<file path="config.mk">
export PLATFORM = sky130hd
export DESIGN_NAME = gpu_fb_word_packer_flat
export DESIGN_NICKNAME = d
export VERILOG_FILES = /design/src/rtl/gpu_fb_word_packer_if.sv /design/src/rtl/gpu_fb_word_packer.sv /design/src/flat_wrapper.sv
export SDC_FILE = /design/constraint.sdc
export NUM_CORES = 1
export LEC_CHECK = 0
export BUFFER_PORTS_ARGS = -buffer_cell sky130_fd_sc_hd__buf_2
export CAP_MARGIN = 20
export CORE_ASPECT_RATIO = 1.5
export CORE_MARGIN = 4
export CORE_UTILIZATION = 45
export DETAILED_ROUTE_END_ITERATION = 12
export PLACE_DENSITY = 0.66
export SETUP_SLACK_MARGIN = 0.1
export SLEW_MARGIN = 25
export SYNTH_ARGS = -nofsm -noshare
export SYNTH_HDL_FRONTEND = slang
export SYNTH_SLANG_ARGS = --single-unit
</file>
<file path="constraint.sdc">
create_clock -name clk -period 4.1 [get_ports clk]
set_clock_uncertainty 0.05 [all_clocks]
set_input_delay 0.82 -clock clk [delete_from_list [all_inputs] [get_ports clk]]
set_output_delay 0.82 -clock clk [all_outputs]
set_load 0.01 [all_outputs]
</file>
<file path="src/rtl/gpu_fb_word_packer_if.sv">
// Pixel-in / word-out bundle between the gpu readout port, the packer and the AHB read path.
interface gpu_fb_word_packer_if #(
    parameter int CNT_W = 16
);
    logic             pix_valid;
    logic [23:0]      pix_data;
    logic             pix_ready;
    logic             frame_end;
    logic [31:0]      word_out;
    logic             word_valid;
    logic             word_read;
    logic             frame_done;
    logic [CNT_W-1:0] frame_words;

    modport master (
        output pix_valid, pix_data, frame_end, word_read,
        input  pix_ready, word_out, word_valid, frame_done, frame_words
    );

    modport slave (
        input  pix_valid, pix_data, frame_end, word_read,
        output pix_ready, word_out, word_valid, frame_done, frame_words
    );
endinterface

</file>
<file path="src/rtl/gpu_fb_word_packer.sv">
// Packs 24-bit pixels four-to-three into 32-bit words behind a small FIFO for host readout.
// Define PACK_SWAP_RB_EN to emit per-pixel bytes as b,g,r instead of r,g,b.
module gpu_fb_word_packer #(
    parameter int FIFO_DEPTH = 4,
    parameter int CNT_W      = 16
) (
    input  logic                 clk,
    input  logic                 n_rst,
    gpu_fb_word_packer_if.slave  bus
);
    localparam int               PTR_W   = $clog2(FIFO_DEPTH);
    localparam logic [PTR_W:0]   DEPTH_C = (PTR_W+1)'(FIFO_DEPTH);

    typedef enum logic [1:0] {PACK, FLUSH, DONE} state_t;

    state_t             state_q, state_nx;
    logic [1:0]         ph_p0;
    logic [23:0]        residue_p0;
    logic [23:0]        residue_nx;
    logic [23:0]        bs;
    logic [31:0]        pack_word;
    logic [31:0]        push_data;
    logic               push, pop, space, accept;
    logic               latch_words, clear_frame;
    logic [31:0]        mem [FIFO_DEPTH];
    logic [PTR_W-1:0]   wr_ptr_q, rd_ptr_q;
    logic [PTR_W:0]     count_q;
    logic [CNT_W-1:0]   word_cnt_q, word_cnt_nx, frame_words_q;

    // Bytes of one pixel in stream order, first byte in [7:0].
    function automatic logic [23:0] pix_bytes(input logic [23:0] p);
`ifdef PACK_SWAP_RB_EN
        return p;
`else
        return {p[7:0], p[15:8], p[23:16]};
`endif
    endfunction

    function automatic logic [CNT_W-1:0] sat_inc(input logic [CNT_W-1:0] v, input logic inc);
        if (inc && (v != {CNT_W{1'b1}}))
            return v + 1'b1;
        return v;
    endfunction

    assign pop   = bus.word_read && (count_q != '0);
    assign space = (count_q != DEPTH_C) || pop;

    always_comb begin
        bs         = pix_bytes(bus.pix_data);
        pack_word  = '0;
        residue_nx = residue_p0;
        case (ph_p0)
            2'd0: residue_nx = bs;
            2'd1: begin
                pack_word  = {bs[7:0], residue_p0};
                residue_nx = {8'h00, bs[23:8]};
            end
            2'd2: begin
                pack_word  = {bs[15:0], residue_p0[15:0]};
                residue_nx = {16'h0000, bs[23:16]};
            end
            default: begin
                pack_word  = {bs, residue_p0[7:0]};
                residue_nx = '0;
            end
        endcase
    end

    always_comb begin
        state_nx    = state_q;
        accept      = 1'b0;
        push        = 1'b0;
        push_data   = '0;
        latch_words = 1'b0;
        clear_frame = 1'b0;
        case (state_q)
            PACK: begin
                accept = bus.pix_valid && space;
                if (accept && (ph_p0 != 2'd0)) begin
                    push      = 1'b1;
                    push_data = pack_word;
                end
                if (bus.frame_end)
                    state_nx = FLUSH;
            end
            FLUSH: begin
                if (ph_p0 == 2'd0) begin
                    latch_words = 1'b1;
                    state_nx    = DONE;
                end else if (space) begin
                    push        = 1'b1;
                    push_data   = {8'h00, residue_p0};
                    latch_words = 1'b1;
                    state_nx    = DONE;
                end
            end
            DONE: begin
                clear_frame = 1'b1;
                state_nx    = PACK;
            end
            default: state_nx = PACK;
        endcase
    end

    assign word_cnt_nx = sat_inc(word_cnt_q, push);

    always_ff @(posedge clk or negedge n_rst) begin
        if (!n_rst)
            state_q <= PACK;
        else
            state_q <= state_nx;
    end

    // Stage p0: byte residue and phase carried between accepted pixels.
    always_ff @(posedge clk or negedge n_rst) begin
        if (!n_rst) begin
            ph_p0      <= 2'd0;
            residue_p0 <= '0;
        end else if (clear_frame) begin
            ph_p0      <= 2'd0;
            residue_p0 <= '0;
        end else if (accept) begin
            ph_p0      <= ph_p0 + 2'd1;
            residue_p0 <= residue_nx;
        end
    end

    always_ff @(posedge clk or negedge n_rst) begin
        if (!n_rst) begin
            word_cnt_q    <= '0;
            frame_words_q <= '0;
        end else begin
            word_cnt_q <= clear_frame ? '0 : word_cnt_nx;
            if (latch_words)
                frame_words_q <= word_cnt_nx;
        end
    end

    always_ff @(posedge clk) begin
        if (push)
            mem[wr_ptr_q] <= push_data;
    end

    // Stage p1: output FIFO; a pop in the same cycle frees the slot being pushed when full.
    always_ff @(posedge clk or negedge n_rst) begin
        if (!n_rst) begin
            wr_ptr_q <= '0;
            rd_ptr_q <= '0;
            count_q  <= '0;
        end else begin
            if (push)
                wr_ptr_q <= wr_ptr_q + 1'b1;
            if (pop)
                rd_ptr_q <= rd_ptr_q + 1'b1;
            case ({push, pop})
                2'b10:   count_q <= count_q + 1'b1;
                2'b01:   count_q <= count_q - 1'b1;
                default: count_q <= count_q;
            endcase
        end
    end

    assign bus.word_valid  = (count_q != '0);
    assign bus.word_out    = bus.word_valid ? mem[rd_ptr_q] : '0;
    assign bus.pix_ready   = (state_q == PACK) && space;
    assign bus.frame_done  = (state_q == DONE);
    assign bus.frame_words = frame_words_q;
endmodule

</file>
<file path="src/flat_wrapper.sv">
// flat-port wrapper written by rule: the top's interface ports become plain ports
module gpu_fb_word_packer_flat 
#(
    parameter int FIFO_DEPTH = 4,
    parameter int CNT_W      = 16
)
  (clk, n_rst, bus_pix_valid, bus_pix_data, bus_frame_end, bus_word_read, bus_pix_ready, bus_word_out, bus_word_valid, bus_frame_done, bus_frame_words);
  gpu_fb_word_packer_if #(.CNT_W(CNT_W)) bus_i ();
  input  logic clk;
  input  logic n_rst;
  input wire logic [$bits(bus_i.pix_valid)-1:0] bus_pix_valid;
  input wire logic [$bits(bus_i.pix_data)-1:0] bus_pix_data;
  input wire logic [$bits(bus_i.frame_end)-1:0] bus_frame_end;
  input wire logic [$bits(bus_i.word_read)-1:0] bus_word_read;
  output wire logic [$bits(bus_i.pix_ready)-1:0] bus_pix_ready;
  output wire logic [$bits(bus_i.word_out)-1:0] bus_word_out;
  output wire logic [$bits(bus_i.word_valid)-1:0] bus_word_valid;
  output wire logic [$bits(bus_i.frame_done)-1:0] bus_frame_done;
  output wire logic [$bits(bus_i.frame_words)-1:0] bus_frame_words;
  assign bus_i.pix_valid = bus_pix_valid;
  assign bus_i.pix_data = bus_pix_data;
  assign bus_i.frame_end = bus_frame_end;
  assign bus_i.word_read = bus_word_read;
  assign bus_pix_ready = bus_i.pix_ready;
  assign bus_word_out = bus_i.word_out;
  assign bus_word_valid = bus_i.word_valid;
  assign bus_frame_done = bus_i.frame_done;
  assign bus_frame_words = bus_i.frame_words;
  gpu_fb_word_packer #(.FIFO_DEPTH(FIFO_DEPTH), .CNT_W(CNT_W)) u_core (.clk(clk), .n_rst(n_rst), .bus(bus_i));
endmodule
</file>
==> Yosys cells after proc, flatten, opt, wreduce, memory -nomap -nowiden <==
Memories as Yosys holds them, arrays and structs flattened.
Cells that the tools add are included.
{ "op_classes": {"n_addsub": 6, "n_mul": 0, "n_div": 0, "magnitude_cmp": 0, "eq_ne": 10, "shifts": 0, "n_mux": 30, "bitwise": 0, "n_reduce_logical": 13} }
{ "op_table": {"columns": ["operator", "n"], "rows": [
  ["32-bit 2-to-1 mux", 3],
  ["32-bit case mux with 3 select lines", 1],
  ["24-bit 2-to-1 mux", 3],
  ["24-bit case mux with 3 select lines", 1],
  ["32-bit case mux with 2 select lines", 1],
  ["16-bit 2-to-1 mux", 3],
  ["16-bit by 1-bit adder with 16-bit output, second input constant", 1],
  ["16-bit inequality test, second input constant", 1],
  ["1-bit 2-to-1 mux", 10],
  ["2-bit 2-to-1 mux", 5],
  ["2-bit by 1-bit adder with 2-bit output, second input constant", 3],
  ["2-bit by 1-bit equality test with 1-bit output, second input constant", 3],
  ["2-bit equality test, second input constant", 3],
  ["3-bit case mux with 2 select lines", 1],
  ["2-bit nonzero test", 3],
  ["1-bit logical AND", 5],
  ["2-bit logical NOT", 2],
  ["2-bit case mux with 2 select lines", 1],
  ["3-bit by 1-bit adder with 3-bit output, second input constant", 1],
  ["3-bit by 1-bit inequality test with 1-bit output, second input constant", 1],
  ["3-bit inequality test, second input constant", 1],
  ["3-bit nonzero test", 1],
  ["3-bit by 1-bit subtractor with 3-bit output, second input constant", 1],
  ["2-bit inequality test, second input constant", 1],
  ["other kinds (3)", 3]
]} }
{ "word_totals": {"register_bits": 67, "latch_bits": 0, "ram_bits": 128, "mem_bits_ro": 0, "inputBits": 29, "output_inout_bits": 51, "memories": 1} }
{ "mem_list": {"columns": ["memory", "depth", "width", "rd", "rd_clocked_by_memory_dff", "write_ports", "line", "text"], "rows": [
  ["u_core.mem", 4, 32, 1, 0, 1, "gpu_fb_word_packer.sv:25", "logic [31:0] mem [FIFO_DEPTH];"]
]} }

==> Longest topological paths before layout <==
Gate-level depths: netlist (run 1).
{ "depth": {"ltp_word": 11, "depth_mapped": 12} }

==> Worst setup path after synthesis (run 1) <==
OpenSTA, ideal clock, no wires.
{ "synth_timing": {"path_type": "input-to-reg", "start": "in bus_word_read", "end": "reg u_core.count_q[2]", "setup_time_ps": 79, "arrival_ps": 2580, "required_ps": 3971, "path_slack_ps": 1391, "cell_stages": 10, "path_buffers": 1, "path_cell_list": "nor4b_4 nor3_2 buf_2 inv_1 ha_1 inv_1 fa_1 xor2_1 nor2_1 xor2_1"} }
{ "synth_between": {"elab_chain_cells": 8, "word_cells_on_any_way": 12, "classes_between": "eq/ne (2); mux (5); reduce/logical (5)"} }
{ "synth_rtl": {"columns": ["element", "line", "text"], "rows": [
  ["start: declaration", "flat_wrapper.sv:14", "input wire logic [$bits(bus_i.word_read)-1:0] bus_word_read;"],
  ["1-bit logical AND *", "gpu_fb_word_packer.sv:45", "assign pop = bus.word_read && (count_q != '0);"],
  ["1-bit logical OR", "gpu_fb_word_packer.sv:46", "assign space = (count_q != DEPTH_C) || pop;"],
  ["1-bit logical AND", "gpu_fb_word_packer.sv:78", "accept = bus.pix_valid && space;"],
  ["1-bit logical AND", "gpu_fb_word_packer.sv:79", "if (accept && (ph_p0 != 2'd0)) begin"],
  ["1-bit 2-to-1 mux", "gpu_fb_word_packer.sv:79", null],
  ["1-bit case mux with 2 select lines", "gpu_fb_word_packer.sv:76", "case (state_q)"],
  ["2-bit by 1-bit equality test with 1-bit output / 2-bit equality test (equally long branches)", "gpu_fb_word_packer.sv:155", "case ({push, pop})"],
  ["3-bit case mux with 2 select lines / 2-bit nonzero test (equally long branches)", null, null],
  ["end signal: assignment", "gpu_fb_word_packer.sv:156", "2'b10: count_q <= count_q + 1'b1;"],
  ["end signal: assignment", "gpu_fb_word_packer.sv:157", "2'b01: count_q <= count_q - 1'b1;"],
  ["end signal: assignment", "gpu_fb_word_packer.sv:158", "default: count_q <= count_q;"],
  ["end: declaration", "gpu_fb_word_packer.sv:27", "logic [PTR_W:0] count_q;"]
]} }
Every way passes the cells marked *; elsewhere a longest branch is shown, timed or not.
A chain may end at the register's enable or synchronous reset.

==> Worst setup path in the final report (run 1) <==
{ "layout_timing": {"start": "reg u_core.rd_ptr_q[0]", "end": "out bus_word_out[16]"} }
{ "layout_between": {"elab_chain_cells": 2} }
{ "layout_rtl": {"columns": ["element", "line", "text"], "rows": [
  ["start: declaration", "gpu_fb_word_packer.sv:26", "logic [PTR_W-1:0] wr_ptr_q, rd_ptr_q;"],
  ["start signal: assignment", "gpu_fb_word_packer.sv:154", "rd_ptr_q <= rd_ptr_q + 1'b1;"],
  ["memory 4 x 32 bit", null, null],
  ["32-bit 2-to-1 mux", "gpu_fb_word_packer.sv:164", "assign bus.word_out = bus.word_valid ? mem[rd_ptr_q] : '0;"],
  ["end: declaration", "flat_wrapper.sv:16", "output wire logic [$bits(bus_i.word_out)-1:0] bus_word_out;"]
]} }
No other way between the ends.

==> results of run 1 <==
## Yosys cell counts (11+ instances only)
master and number:
edfxtp_1 128, dfrtp_1 67, and2_1 48, nand2_1 40
nand3_1 37, mux4_2 32, o21ai_0 31, nor2_1 28
clkbuf_1 20, a22o_1 16, xor2_1 14, inv_1 13
o31ai_1 11
## state kept, by name, indices dropped and copies added (netlist names)
signal and count:
u_core.mem 128, u_core.residue_p0 24, u_core.bus.frame_words 16, u_core.word_cnt_q 16, u_core.count_q 3, u_core.ph_p0 2, u_core.rd_ptr_q 2, u_core.state_q 2
u_core.wr_ptr_q 2
## cells by family after synthesis
logic type                 share of synthesized area (%)
AOI/OAI and AO/OA                                   8.22
xor gates and xnor gates                            1.74
and+or+nand+nor                                     12.5
adders and majority gates                           1.70
muxes                                               8.79
buffers and inverters                               2.47
DFF                                                 64.6
## critical path: stages (launching register included)
cell	delay (ns)
dfrtp_2	0.47
buf_4	0.51
mux4_2	0.60
and2_1	0.17
buf_2	0.14
## cells in the final DEF, fill, tap and decap left out, types with 3 or more instances in the layout
master	count
nand4_1	10
inv_8	6
and3_1	7
buf_2	79
a222oi_1	8
xnor2_1	3
clkinvlp_4	4
mux2i_1	3
a22o_1	16
inv_1	13
a22oi_1	5
nand2_1	40
buf_4	15
dfrtp_1	66
a31oi_1	3
o31ai_1	11
and2_1	48
o21ai_0	31
a21oi_1	8
clkbuf_16	17
xor2_1	14
and4_1	3
a221o_1	8
mux4_2	32
nand3_1	37
edfxtp_1	128
ha_1	10
nor2_1	28
nor3_1	3
## metrics by stage
step / area, sq um / utilization, % / hold WS, ns / std cells / power [uW]
after floorplan: 8540 / - / 0.411 / 598 / 4430
after global placement: 9210 / 49.5 / 0.411 / 907 / 5120
after detailed placement: 9210 / 49.5 / 0.421 / 907 / 5210
after CTS: 9780 / 52.5 / 0.287 / 938 / 6790
after global routing: 9800 / 52.6 / 0.296 / 939 / 7140
final: 9800 / 52.6 / 0.284 / 939 / 6740
## layout make-up
| class | instances | area, sq um |
|---|---|---|
| inverters | 14 | 52.6 |
| well taps | 252 | 315 |
| multi-input cells | 352 | 2830 |
| fillers | 1606 | 8820 |
| clock inverters | 14 | 140 |
| flip-flops and latches | 195 | 5520 |
| repair buffers | 94 | 508 |
| clock buffers | 17 | 425 |
| diodes | 1 | 2.50 |
## routing by layer
layer	global-route usage [%]	vias to the layer above	share of wire, %
li1	-	2441	-
met2	32.7	209	51
met4	7.42	8	3.0
met1	22.5	2750	39
met5	0	-	0.19
met3	4.96	51	7.2
## power breakdown
part           internal, uW  switching (uW)
clock network           806             779
registers              2570             223
logic                  1020            1340
## path summary, 6_finish.rpt
path                                             end  slack, ns  cells after the start
max in group asynchronous       u_core.residue_p0[9]       2.94                      2
min in group clk           u_core.bus.frame_words[6]       0.44                      2
min reg2reg                u_core.bus.frame_words[6]       0.44                      2
min                        u_core.bus.frame_words[3]       0.28                      1
max                                 bus_word_out[16]       0.87                      4
max reg2reg                        u_core.count_q[2]       1.11                     12
==> run summary, run 1 <==
post-detailed-routing wire length: 19,300 microns
Syn Nets: 638
R2R Path Start: u_core.ph_p0[0]
final setup fails: 0
CP Data Arrival Time: 2.36 ns
final hold viol count: 0
vias in the first global route: 5,688
overall routing resource usage: 18.9%
Die W: 121 microns
chip height: 177 microns
I/O Pins: 80
DRT antenna net count: 0
Syn-to-layout area delta: 14.7%
Max IR drop VDD: 0.000329 V
HPWL Detailed: 13,000 microns
area fraction of the dominant cell type after synthesis: 45.0%
TritonCTS clock tree: yes
Die Area: 21,300 sq um
Mapped Area: 8540 sq um
Final Cycle Share: 78.8%
CTS Buf Count: 17
Max Slew Vio Count: 0
Worst-Skew Late Latency: 0.42 ns
Mapped Cells: 598
Root Buffer: clkbuf_16
ranking of synthesized cells by area: edfxtp_1, dfrtp_1, mux4_2
Starting Density: 45.9%
PD cells: 688 nW/um^2
NumNets Final: 714
hold_buf cts: 0
warnings from Yosys: 0
first-pass GRT wire length: 31,000 microns
CTS clk-pin slew, worst paths: 0.07 ns
synthesized area per cell: 14.3 sq um
worst endpoint required time: 3.23 ns
Worst slew margin: 45.6%
total number of vias: 5,459
Slew @ Worst Pin: 0.815 ns
Achievable Freq: 310 MHz
top cell type by total area after synthesis: edfxtp_1
share of cells above drive strength 1: 24.9%
Worst Setup Start Kind: register
Core Rows: 61
CP startpoint: u_core.rd_ptr_q[0]
Post-CTS Setup Repair Bufs: 0
Synth cell types: 49
largest net degree at the start of global routing: 35
number of flops mapped to enable cells by yosys: 128
async set or reset register ratio after synthesis: 34.4%
register area share after synthesis: 64.6%
top_reg_cell synth: edfxtp_1
fin worst setup slack: 0.870 ns
outcome: completed
Wirelength per Cell: 20.6 microns
routed vias/inst: 5.81
Pre-antenna DRT Iters: 6
DRC errors left: 0
Worst setup EP type: output port
min cycle time layout: 3.23 ns
GR Overflow Total: 0
Clock H-tree levels: 4
Yosys reg bits: 195
Initial DRC Count: 511
antenna violations before repair: 5
type of the worst min-delay path: primary input to async pin
Max Buffers Root-to-Sink: 2
max cap viols: 0
Setup WS pre-CTS: 1.11 ns
Lkg Pwr: 0.00377 uW
GP Congestion: 0.900
clk sinks: 195
crit-path max FO: 29
setup_tns: 0 ns
WS Path Type: register to output port
core footprint: 18,600 sq um
CTS resizes: 0
RSZ-0062 raised after global routing: false
port bufs: 79
No activity file was read; power rests on OpenSTA's default activity.
==> run 2: changes to the inputs <==
PLACE_DENSITY = 0.69   (was 0.66)
clock period = 2.65 ns   (was 4.1 ns; I/O delays follow)
==> run 2 against run 1 <==
  * Non-clock buffer count up 19
  * Routed wire length up 1.3%
  * Clock power up 59%
  * Utilization up 1.6 points
  * Largest cell class unchanged
==> run summary, run 2 (synthesized netlist as in run 1, its figures left out) <==
worst path cell trace: buf_4 > clkbuf_16 > mux4_2 > and2_1 > buf_2
WS Path Type: register to output port
met3 usage: 4.76% (-0.19 points)
GRT Max-Usage Layer: met2
RSZ-0062 raised after global routing: true
crit-path max FO: 6 (-79%)
final setup fails: 0 (unchanged)
Comb pwr share: 37.1% (+2.1 points)
setup_tns: 0 ns (unchanged)
Final Util: 54.2% (+1.6 points)
TritonCTS clock tree: yes
DRC errors left: 0 (unchanged)
met2 Use GR: 31.7% (-0.91 points)
most frequent cells in the layout: edfxtp_1, buf_2, dfrtp_1
CTS Buf Count: 17 (unchanged)
Net Sw Power: 3720 uW (+59%)
CP max stage cell: mux4_2
type of the worst min-delay path: primary input to register
first-pass GRT wire length: 30,400 microns (-1.8%)
max cap viols: 0 (unchanged)
I/O Pins: 80 (unchanged)
reg-to-reg slack, setup: 0.24 ns (-0.87 ns)
Max Slew Vio Count: 0 (unchanged)
Largest register FFs: 128 (unchanged)
port bufs: 79 (unchanged)
Worst Setup Start Kind: register
CTS resizes: 0 (unchanged)
HPWL Detailed: 13,400 microns (+2.5%)
worst endpoint required time: 2.07 ns (-1.16 ns)
largest net degree at the start of global routing: 34 (-2.9%)
Worst-Skew Late Latency: 0.43 ns (about the same)
Pint: 7120 uW (+62%)
Clock H-tree levels: 4 (unchanged)
GR Overflow Total: 0 (unchanged)
hold path depth: 3
Pre-antenna DRT Iters: 6 (unchanged)
GP Congestion: 0.910 (+1.2%)
Sw Share: 34.3% (-0.40 points)
Max Buffers Root-to-Sink: 2 (unchanged)
Biggest register: u_core.mem
Die Area: 21,300 sq um (unchanged)
Worst slew margin: 33.3% (-12 points)
antenna violations before repair: 8 (+3)
total number of vias: 5,548 (+1.6%)
overall routing resource usage: 18.7% (-0.22 points)
Lkg Pwr: 0.00393 uW (+4.3%)
Die W: 121 microns (unchanged)
CP max stage delay: 0.49 ns (-0.11 ns)
min cycle time layout: 2.52 ns
DRT antenna net count: 0 (unchanged)
DP Area: 9410 sq um (+2.1%)
chip height: 177 microns (unchanged)
WHS Endpoint: u_core.state_q[0]
Core Rows: 61 (unchanged)
Final Power: 10,800 uW (+61%)
Initial DRC Count: 529 (+3.5%)
Starting Density: 45.9% (unchanged)
CTS clk-pin slew, worst paths: 0.07 ns (about the same)
core footprint: 18,600 sq um (unchanged)
Final Cycle Share: 95.0%
NumNets Final: 733 (+2.7%)
Root Buffer: clkbuf_16
vias in the first global route: 5,687 (-0.018%)
r2r endpoint: u_core.mem[3][23]
routed vias/inst: 5.78 (-0.59%)
number of fill cells: 1,571 (-2.2%)
share of power burned in registers: 39.6% (-1.9 points)
PD cells: 1070 nW/um^2 (+56%)
Design Area, Final: 10,100 sq um (+3.1%)
outcome: completed
Worst setup EP type: output port
Max IR drop VDD: 0.000434 V (+32%)
share of cells above drive strength 1: 27.2% (+2.3 points)
Syn-to-layout area delta: 18.2%
Hold Path Origin: bus_frame_end
Slew @ Worst Pin: 0.996 ns (+0.181 ns)
most common cell after layout, fill and taps aside: edfxtp_1
Wirelength per Cell: 20.4 microns (-0.89%)
top flop regs: u_core.mem (128), u_core.residue_p0 (24)
GR Util met1: 22.2% (-0.25 points)
final hold viol count: 0 (unchanged)
clock network fraction of total power: 23.4% (about the same)
clk sinks: 195 (unchanged)
Achievable Freq: 397 MHz
post-detailed-routing wire length: 19,600 microns (+1.3%)
CP Data Arrival Time: 1.94 ns (-0.42 ns)
R2R Path Start: u_core.ph_p0[0]
R2R depth: 6 (-6)
-- run 2: cell types whose count changed in the layout (fill, tap and decap cells not counted), sizes merged --
cell / delta
diode: +1
clkbuf: +2
inv: +2
buf: +16
dlygate4sd3: +1
clkinv: +3
clkinvlp: -4
-- run 2: metrics by stage --
step                      instances  worst slack [ns]  hold slack, ns
after global routing            960            0.0623           0.328
after CTS                       952            0.0875           0.304
final                           960             0.134           0.313
after global placement          919             0.305           0.414
after detailed placement        919             0.278           0.421
after floorplan                 598             0.232           0.184
-- run 2: power groups by stage --
stage | clock [uW] | combinational (uW) | sequential [uW]
3_3_place_gp | 0 | 3800 | 4320
3_5_place_dp | 0 | 3880 | 4360
2_1_floorplan | 0 | 2620 | 4230
5_1_grt | 2740 | 4390 | 4350
4_1_cts | 2570 | 3900 | 4300
6_report | 2530 | 4020 | 4290
-- run 2: worst max-delay path by stage --
stage,startpoint,to,depth (start not counted)
after global routing,u_core.rd_ptr_q[0],bus_word_out[7],5
final,u_core.rd_ptr_q[0],bus_word_out[3],5
after floorplan,bus_word_read,u_core.count_q[2],10
after global placement,bus_word_read,u_core.mem[0][15],6
after CTS,u_core.rd_ptr_q[0],bus_word_out[9],4
after detailed placement,bus_word_read,u_core.mem[2][10],6
-- run 2: layer usage --
layer	wire, microns	up-vias	part of all wire, %
met5	49	-	0.25
met4	637	10	3.3
met3	1530	58	7.8
met2	10200	240	52
met1	7170	2762	37
li1	-	2478	-
-- run 2: layout make-up --
type | count | area [sq um] | share of cell area, %
diodes | 2 | 5.00 | 0.0495
multi-input cells | 352 | 2820 | 27.9
repair buffers | 113 | 792 | 7.84
flip-flops and latches | 195 | 5520 | 54.7
well taps | 252 | 315 | 3.12
clock buffers | 17 | 425 | 4.21
clock inverters | 15 | 171 | 1.70
inverters | 14 | 52.6 | 0.520
-- run 2: what timing repair did --
action,CTS,global route
hold endpoints to repair,11,0
buffers inserted,0,3
hold buffers,1,0
gates cloned,0,3
endpoints found under the setup margin,1,19
-- run 2: critical path: cells and delay by family, from the launching register on --
kind / cells / cell delay (ns)
mux: 1 / 0.49
buf+inv: 3 / 0.47
flops: 1 / 0.38
simple gates: 1 / 0.16
